`config.mk`:
```
export PLATFORM = sky130hd
export DESIGN_NAME = ex_div
export DESIGN_NICKNAME = d
export VERILOG_FILES = /design/src/rtl/ex_div_pkg.sv /design/src/rtl/ex_div.sv
export SDC_FILE = /design/constraint.sdc
export NUM_CORES = 1
export LEC_CHECK = 0
export ABC_AREA = 1
export ABC_CLOCK_PERIOD_IN_PS = 7500
export CAP_MARGIN = 20
export CORE_ASPECT_RATIO = 0.75
export CORE_MARGIN = 4
export CORE_UTILIZATION = 40
export DETAILED_ROUTE_END_ITERATION = 12
export PLACE_DENSITY = 0.57
export SLEW_MARGIN = 20
export SYNTH_ARGS = -nofsm -noshare
export SYNTH_HDL_FRONTEND = slang
export SYNTH_SLANG_ARGS = --single-unit
```
`constraint.sdc`:
```
create_clock -name clk -period 7.5 [get_ports clk]
set_input_delay 1.5 -clock clk [delete_from_list [all_inputs] [get_ports clk]]
set_output_delay 1.5 -clock clk [all_outputs]
set_load 0.02 [all_outputs]
```
`src/rtl/ex_div_pkg.sv`:
```
// Shared definitions for the EX-stage iterative divider.
package ex_div_pkg;

  localparam int unsigned DIV_CYCLES = 32;

  // ALU operation codes that EX decodes into start/signed_div.
  localparam int unsigned ALUOP_W = 8;
  localparam logic [ALUOP_W-1:0] EXE_DIV_OP  = 8'b0001_1010;
  localparam logic [ALUOP_W-1:0] EXE_DIVU_OP = 8'b0001_1011;

  typedef enum logic [1:0] {
    DIV_IDLE      = 2'b00,
    DIV_BUSY      = 2'b01,
    DIV_DONE      = 2'b10,
    DIV_ZERO_DONE = 2'b11
  } div_state_e;

endpackage

```
`src/rtl/ex_div.sv`:
```
// Iterative radix-2 restoring divider for DIV/DIVU.
// Produces {remainder, quotient} and holds EX via stall_req while busy.
module ex_div
  import ex_div_pkg::*;
#(
  parameter int unsigned WIDTH = DIV_CYCLES
) (
  input  logic               clk,
  input  logic               rst,
  input  logic               start,
  input  logic               signed_div,
  input  logic [WIDTH-1:0]   opv1,
  input  logic [WIDTH-1:0]   opv2,
  input  logic               annul,
  output logic [2*WIDTH-1:0] result,
  output logic               ready,
  output logic               stall_req
);

  localparam int unsigned CNT_W = $clog2(WIDTH + 1);
  localparam logic [CNT_W-1:0] LAST_STEP = CNT_W'(WIDTH - 1);

  div_state_e       state_q, state_d;
  logic [CNT_W-1:0] cnt_q;
  logic [WIDTH-1:0] dvd_q;
  logic [WIDTH-1:0] dvs_q;
  logic [WIDTH-1:0] rem_q;
  logic             quo_neg_q;
  logic             rem_neg_q;

  logic             op1_neg_c, op2_neg_c, divisor_zero_c;
  logic [WIDTH-1:0] abs1_c, abs2_c;
  logic [WIDTH:0]   shifted_rem_c, trial_c;
  logic [WIDTH-1:0] rem_nxt_c, quo_nxt_c;
  logic [WIDTH-1:0] quo_fix_c, rem_fix_c;

  // Operand magnitudes for the signed case.
  always_comb begin
    op1_neg_c      = signed_div & opv1[WIDTH-1];
    op2_neg_c      = signed_div & opv2[WIDTH-1];
    abs1_c         = op1_neg_c ? (~opv1 + WIDTH'(1)) : opv1;
    abs2_c         = op2_neg_c ? (~opv2 + WIDTH'(1)) : opv2;
    divisor_zero_c = (opv2 == '0);
  end

  // One restoring step: shift, trial subtract on WIDTH+1 bits, keep if non-negative.
  always_comb begin
    shifted_rem_c = {rem_q, dvd_q[WIDTH-1]};
    trial_c       = shifted_rem_c - {1'b0, dvs_q};
    rem_nxt_c     = trial_c[WIDTH] ? shifted_rem_c[WIDTH-1:0] : trial_c[WIDTH-1:0];
    quo_nxt_c     = {dvd_q[WIDTH-2:0], ~trial_c[WIDTH]};
    quo_fix_c     = quo_neg_q ? (WIDTH'(0) - quo_nxt_c) : quo_nxt_c;
    rem_fix_c     = rem_neg_q ? (WIDTH'(0) - rem_nxt_c) : rem_nxt_c;
  end

  // Next-state selection; annul overrides everything.
  always_comb begin
    state_d = state_q;
    case (state_q)
      DIV_IDLE: begin
        if (start) state_d = divisor_zero_c ? DIV_ZERO_DONE : DIV_BUSY;
      end
      DIV_BUSY: begin
        if (cnt_q == LAST_STEP) state_d = DIV_DONE;
      end
      DIV_DONE:      state_d = DIV_IDLE;
      DIV_ZERO_DONE: state_d = DIV_IDLE;
      default:       state_d = DIV_IDLE;
    endcase
    if (annul) state_d = DIV_IDLE;
  end

  // State register.
  always_ff @(posedge clk or negedge rst) begin
    if (!rst) state_q <= DIV_IDLE;
    else      state_q <= state_d;
  end

  // Datapath and registered outputs; result/ready are only live in DONE/ZERO_DONE.
  always_ff @(posedge clk or negedge rst) begin
    if (!rst) begin
      cnt_q     <= '0;
      dvd_q     <= '0;
      dvs_q     <= '0;
      rem_q     <= '0;
      quo_neg_q <= 1'b0;
      rem_neg_q <= 1'b0;
      result    <= '0;
      ready     <= 1'b0;
    end else begin
      result <= '0;
      ready  <= 1'b0;
      if (annul) begin
        cnt_q <= '0;
      end else begin
        case (state_q)
          DIV_IDLE: begin
            if (start && !divisor_zero_c) begin
              dvd_q     <= abs1_c;
              dvs_q     <= abs2_c;
              rem_q     <= '0;
              quo_neg_q <= op1_neg_c ^ op2_neg_c;
              rem_neg_q <= op1_neg_c;
              cnt_q     <= '0;
            end else if (start) begin
              ready <= 1'b1;
            end
          end
          DIV_BUSY: begin
            rem_q <= rem_nxt_c;
            dvd_q <= quo_nxt_c;
            cnt_q <= cnt_q + CNT_W'(1);
            if (cnt_q == LAST_STEP) begin
              ready  <= 1'b1;
              result <= {rem_fix_c, quo_fix_c};
            end
          end
          default: ;
        endcase
      end
    end
  end

  // Hold ID/EX while a requested divide has not yet produced its result.
  assign stall_req = rst & start & ~ready & ~annul;

endmodule

```
---- Word-level counts from Yosys, hierarchy flattened ----
Cells that the tools add are included.
W data, S select, Z words.
word-level totals
  register bits ........................... 171
  bits in latches ......................... 0
  bits in writable memories ............... 0
  bits in read-only memories .............. 0
  input bits .............................. 69
  output and inout bits ................... 66
  word-level logic and storage cells ...... 70
  memories ................................ 0
operators by class
  add/subtract/negate cells ............... 6
  multiply operators ...................... 0
  divide/modulo/power cells ............... 0
  $lt $le $gt $ge ......................... 0
  equality and inequality tests ........... 8
  shift operators ......................... 0
  muxes and demuxes ....................... 25
  bitwise operators ....................... 11
  reduce and logical (&&, ||, !) cells .... 11
operators by type and width
  kind                     count
  $mux W32                 7
  $mux W64                 3
  $pmux W32 S2             2
  $add A32 B1 Y32 const B  2
  $not A32 Y32             2
  $sub A1 B32 Y32 const A  2
  $sub A33 B32 Y33         1
  $logic_not A32 Y1        1
  $mux W6                  2
  $pmux W6 S2              1
  $ne A3 B3 Y1 const B     3
  $mux W2                  4
  $add A6 B1 Y6 const B    1
  $eq A6 B5 Y1 const B     1
  $pmux W2 S3              1
  $reduce_and A3 Y1        2
  $and A1 B1 Y1            5
  $eq A2 B2 Y1 const B     2
  $mux W1                  4
  $reduce_and A2 Y1        2
  $not A1 Y1               3
  $reduce_bool A3 Y1       1
  $eq A2 B1 Y1 const B     1
  $logic_not A2 Y1         1
  other kinds (7)          7

---- Logic depth before layout (Yosys ltp) ----
  depth in word-level cells ............... 7
  gate-level depth with buffers ........... 28
  gate-level depth less buffers ........... 26

---- Worst setup path after synthesis ----
OpenSTA, ideal clock, no wires.
  kind .................................... register to register
  from .................................... register dvd_q[31]
  to ...................................... register result[30]
  setup time .............................. 0.127 ns
  arrival ................................. 3.627 ns
  required time ........................... 7.373 ns
  slack ................................... 3.746 ns
  stages on the path, launching flop included .. 28
  path buffers ............................ 2
  period minus slack after synthesis ...... 3.754 ns
  path through ............................ dfrtp_1 -> inv_1 -> ha_1 -> inv_1 -> fa_1 -> nand2_1 -> nand2_1 -> nand3_1 -> nand2_1 -> nand2_1 -> nand2_2 -> nand2_4 -> nand3_4 -> nand2_2 -> buf_6 -> buf_6 -> ha_1 -> nand3_1 -> nor3_1 -> nand4_1 -> nor2_1 -> nand3_1 -> nor2_1 -> inv_1 -> nor3_1 -> a41oi_1 -> o21ai_0 -> a21oi_1
on the way
  cells in the longest elaborated chain, start to end .. 7
RTL lines
  item                    RTL line       source
  start, declared         ex_div.sv:25   logic [WIDTH-1:0] dvd_q;
  start signal, assigned  ex_div.sv:99   dvd_q <= abs1_c;
  start signal, assigned  ex_div.sv:111  dvd_q <= quo_nxt_c;
  $sub A33 B32 Y33        ex_div.sv:49   trial_c = shifted_rem_c - {1'b0, dvs_q};
  $not A1 Y1              ex_div.sv:51   quo_nxt_c = {dvd_q[WIDTH-2:0], ~trial_c[WIDTH]};
  $sub A1 B32 Y32         ex_div.sv:52   quo_fix_c = quo_neg_q ? (WIDTH'(0) - quo_nxt_c) : quo_nxt_c;
  $mux W32                ex_div.sv:52
  $mux W64                ex_div.sv:113  if (cnt_q == LAST_STEP) begin
  $mux W64                ex_div.sv:96   case (state_q)
  $mux W64                ex_div.sv:93   if (annul) begin
  end signal, assigned    ex_div.sv:115  result <= {rem_fix_c, quo_fix_c};
  end, declared           ex_div.sv:15   output logic [2*WIDTH-1:0] result,
Every way passes these cells.
A chain may end at the register's enable or synchronous reset.

---- Final worst setup path ----
Same ends and word-level chain as after synthesis.

==> results.toml <==
[placement]
gp_congestion = 0.964
dp_cells = 2344
hpwl_um = 30100
portBuffers = 134

[critical_path]
critPathCaptureType = "flop"
startpoint_type = "flop"
critPathKind = "flop to flop"
critPathRequiredTime_ps = 7810
cp_max_fo = 30
arrival_ps = 5130
reg2reg_from = "dvd_q[31]"
cp-startpoint = "dvd_q[31]"

[timing]
setup-violations-final = 0
rsz0062_at_grt = "false"
drv_slew = 0
finalCritPeriodShare = 0.643
hold_viol_final = 0
timing.fmax_mhz = 207
worst_pin_slew_ps = 938
finalWorstPathRequiredPeriod_ps = 4820
skew_ps = 12.9
tns_ps = 0
max_slew_margin = 0.374

[layout]
final_util = 0.479
area_growth_syn_to_layout_pct = 17.1
final_common_cell = "nand2_1"
fill_cells = 3153
post_layout_nonfiller_instances = 2375
num_antenna_cells = 0
final_cell_mix = "510 x nand2_1, 256 x inv_1, 192 x nor2_1"
drive_above_1_share = 0.0597
layout.nets = 2071

[detailed_routing]
wl_met2_um = 14100
wl_um = 38400
postRouteAntennaNets = 0
firstDrtPassIters = 7
route.met3.wl_um = 2770
post_drt_via_cell_ratio = 5.14
detail_route.wirelength.met1_um = 21000
drt-wirelength-per-cell_um = 16.2
drt_iter0_drc = 1082
dr.max_layer_used = "met4"
drc_errors = 0
vias = 12200

[die]
ioPinCount = 135
num_rows = 55
dieArea_um2 = 34100
core_um2 = 30500
initial_core_util = 0.409
die_w_um = 212
die_h_um = 161

[clocking]
post_cts_buffers = 0
cts_max_level = 4
cts_tree = "done"
cts_inserted_buffers = 17
cts.sinks = 171
insertion_delay_ps = 440
cts_resized = 0
ctsLongestPathBuffers = 2
clkSlewWorstSetupHoldPaths_ps = 60
ctsHoldBuffers = 0
cts_root_buf = "clkbuf_16"

[job]
cap_violations = 0

[power]
total_power_mw = 5.52
peakVddDrop_mv = 0.198
cellLeakagePower_nw = 7.21
powerDensity_nw_per_um2 = 378

[logic_synthesis]
seq_area_frac_synth = 0.343
synthArstFlopShare = 1.00
ys_ff_latch = 171
synthCells = 1857
ys.warnings.count = 0
synth_enable_flop_cells = 0
netlist.top_cell.by_area = "dfrtp_1"
synth_cell_types = 51
avgSynthCellArea_um2 = 6.72
ys_top_cells_by_area = "dfrtp_1 34%, nand2_1 15%, inv_1 7.7%"
synth_top_area_frac = 0.343
synth_area_um2 = 12500
ys.flop_type = "dfrtp_1"
synthesis.nets = 1964

[global_routing]
grt_util_all_layers = 0.224
grt_antenna_before_repair = 0
grt_pass1_wl_um = 60600
grt_pass1_vias = 10800
grt_start_max_net_pins = 87
grt-ovfl-total = 0

[hold_path]
min_from = "dvs_q[10]"
hp-class = "flop to flop"

[status]
status = "complete, no violations"
-- cells in the mapped netlist, drive strengths merged, types with 8 or more instances --
library cell and n:
o211ai 8, o22ai 40, ha 37, xnor2 17
nand3 114, clkbuf 31, a21oi 90, xor2 38
nor2 209, dfrtp 171, o31ai 8, o21ai 148
inv 264, nor3 40, buf 22, nand4 24
nor4 8, nand2 549
-- routing by layer --
layer	vias to the layer above	global-route usage
li1	6200	-
met2	406	0.275
met5	-	0
met3	29	0.0340
met1	5562	0.392
met4	0	0.0454
-- logic make-up (layout without fill, tap and decap cells) --
family | count (synthesis) | after routing | share of synthesized area
flip-flops | 171 | 171 | 0.343
AND/OR/NAND/NOR | 955 | 955 | 0.331
adder cells (fa/ha/maj) | 38 | 38 | 0.0387
XOR/XNOR | 55 | 55 | 0.0386
AO/OA/AOI/OAI | 319 | 319 | 0.144
buffers and inverters | 319 | 438 | 0.104
-- path summary, 6_finish.rpt --
| path | slack, ps | cells after the start | to |
|---|---|---|---|
| setup / recovery | 2680 | 25 | result[30] |
| max in group asynchronous | 5210 | 2 | dvs_q[11] |
| min in group asynchronous | 1030 | 1 | dvd_q[24] |
| setup reg to reg | 2680 | 25 | result[30] |
| hold / removal | 490 | 2 | dvs_q[10] |
| hold reg to reg | 490 | 2 | dvs_q[10] |
-- state kept, by name, indices dropped and copies added (netlist names) --
name and cells:
dvd_q 32, quo_neg_q 1, rem_q 32, ready 1
cnt_q 6, state_q 2, dvs_q 32, rem_neg_q 1
result 64
-- worst max-delay path, cell delays in order, from the launching register on --
cell and delay [ps]:
dfrtp_1 360, inv_1 100, ha_1 150, inv_1 80, fa_1 410, nand2_1 80
nand2_1 80, nand3_1 90, nand2_1 100, nand2_1 90, nand2_2 90, nand2_4 120
nand3_4 120, nand2_2 510, ha_1 300, nand3_1 110, nor3_1 270, nand4_1 240
nor2_1 270, nand3_1 200, nor2_1 170, inv_1 90, nor3_1 260, a41oi_1 180
o21ai_0 180, a21oi_1 60
-- per-stage QoR --
step                      worst slack (ps)  hold WS [ps]  instance area, µm²
after global placement                2570           466               14100
after detailed placement              2440           476               14100
after CTS                             2750           491               14600
after global routing                  2180           500               14600
final                                 2680           486               14600
after floorplan                       3750           453               12500
-- power breakdown --
part | total (mW) | switching [mW] | internal (mW)
logic | 3.45 | 2.43 | 1.02
clock network | 0.819 | 0.388 | 0.432
registers | 1.25 | 0.174 | 1.07
-- final cells by class --
class | instances | area (µm²) | area share
Clock buffer | 21 | 450 | 0.0308
Clock inverter | 10 | 70.1 | 0.00479
Inverter | 266 | 998 | 0.0683
Multi-Input combinational cell | 1367 | 6920 | 0.474
Sequential cell | 171 | 4280 | 0.293
Tap cell | 399 | 499 | 0.0342
Timing Repair Buffer | 141 | 1400 | 0.0955
(Power assumes the default switching activity.)
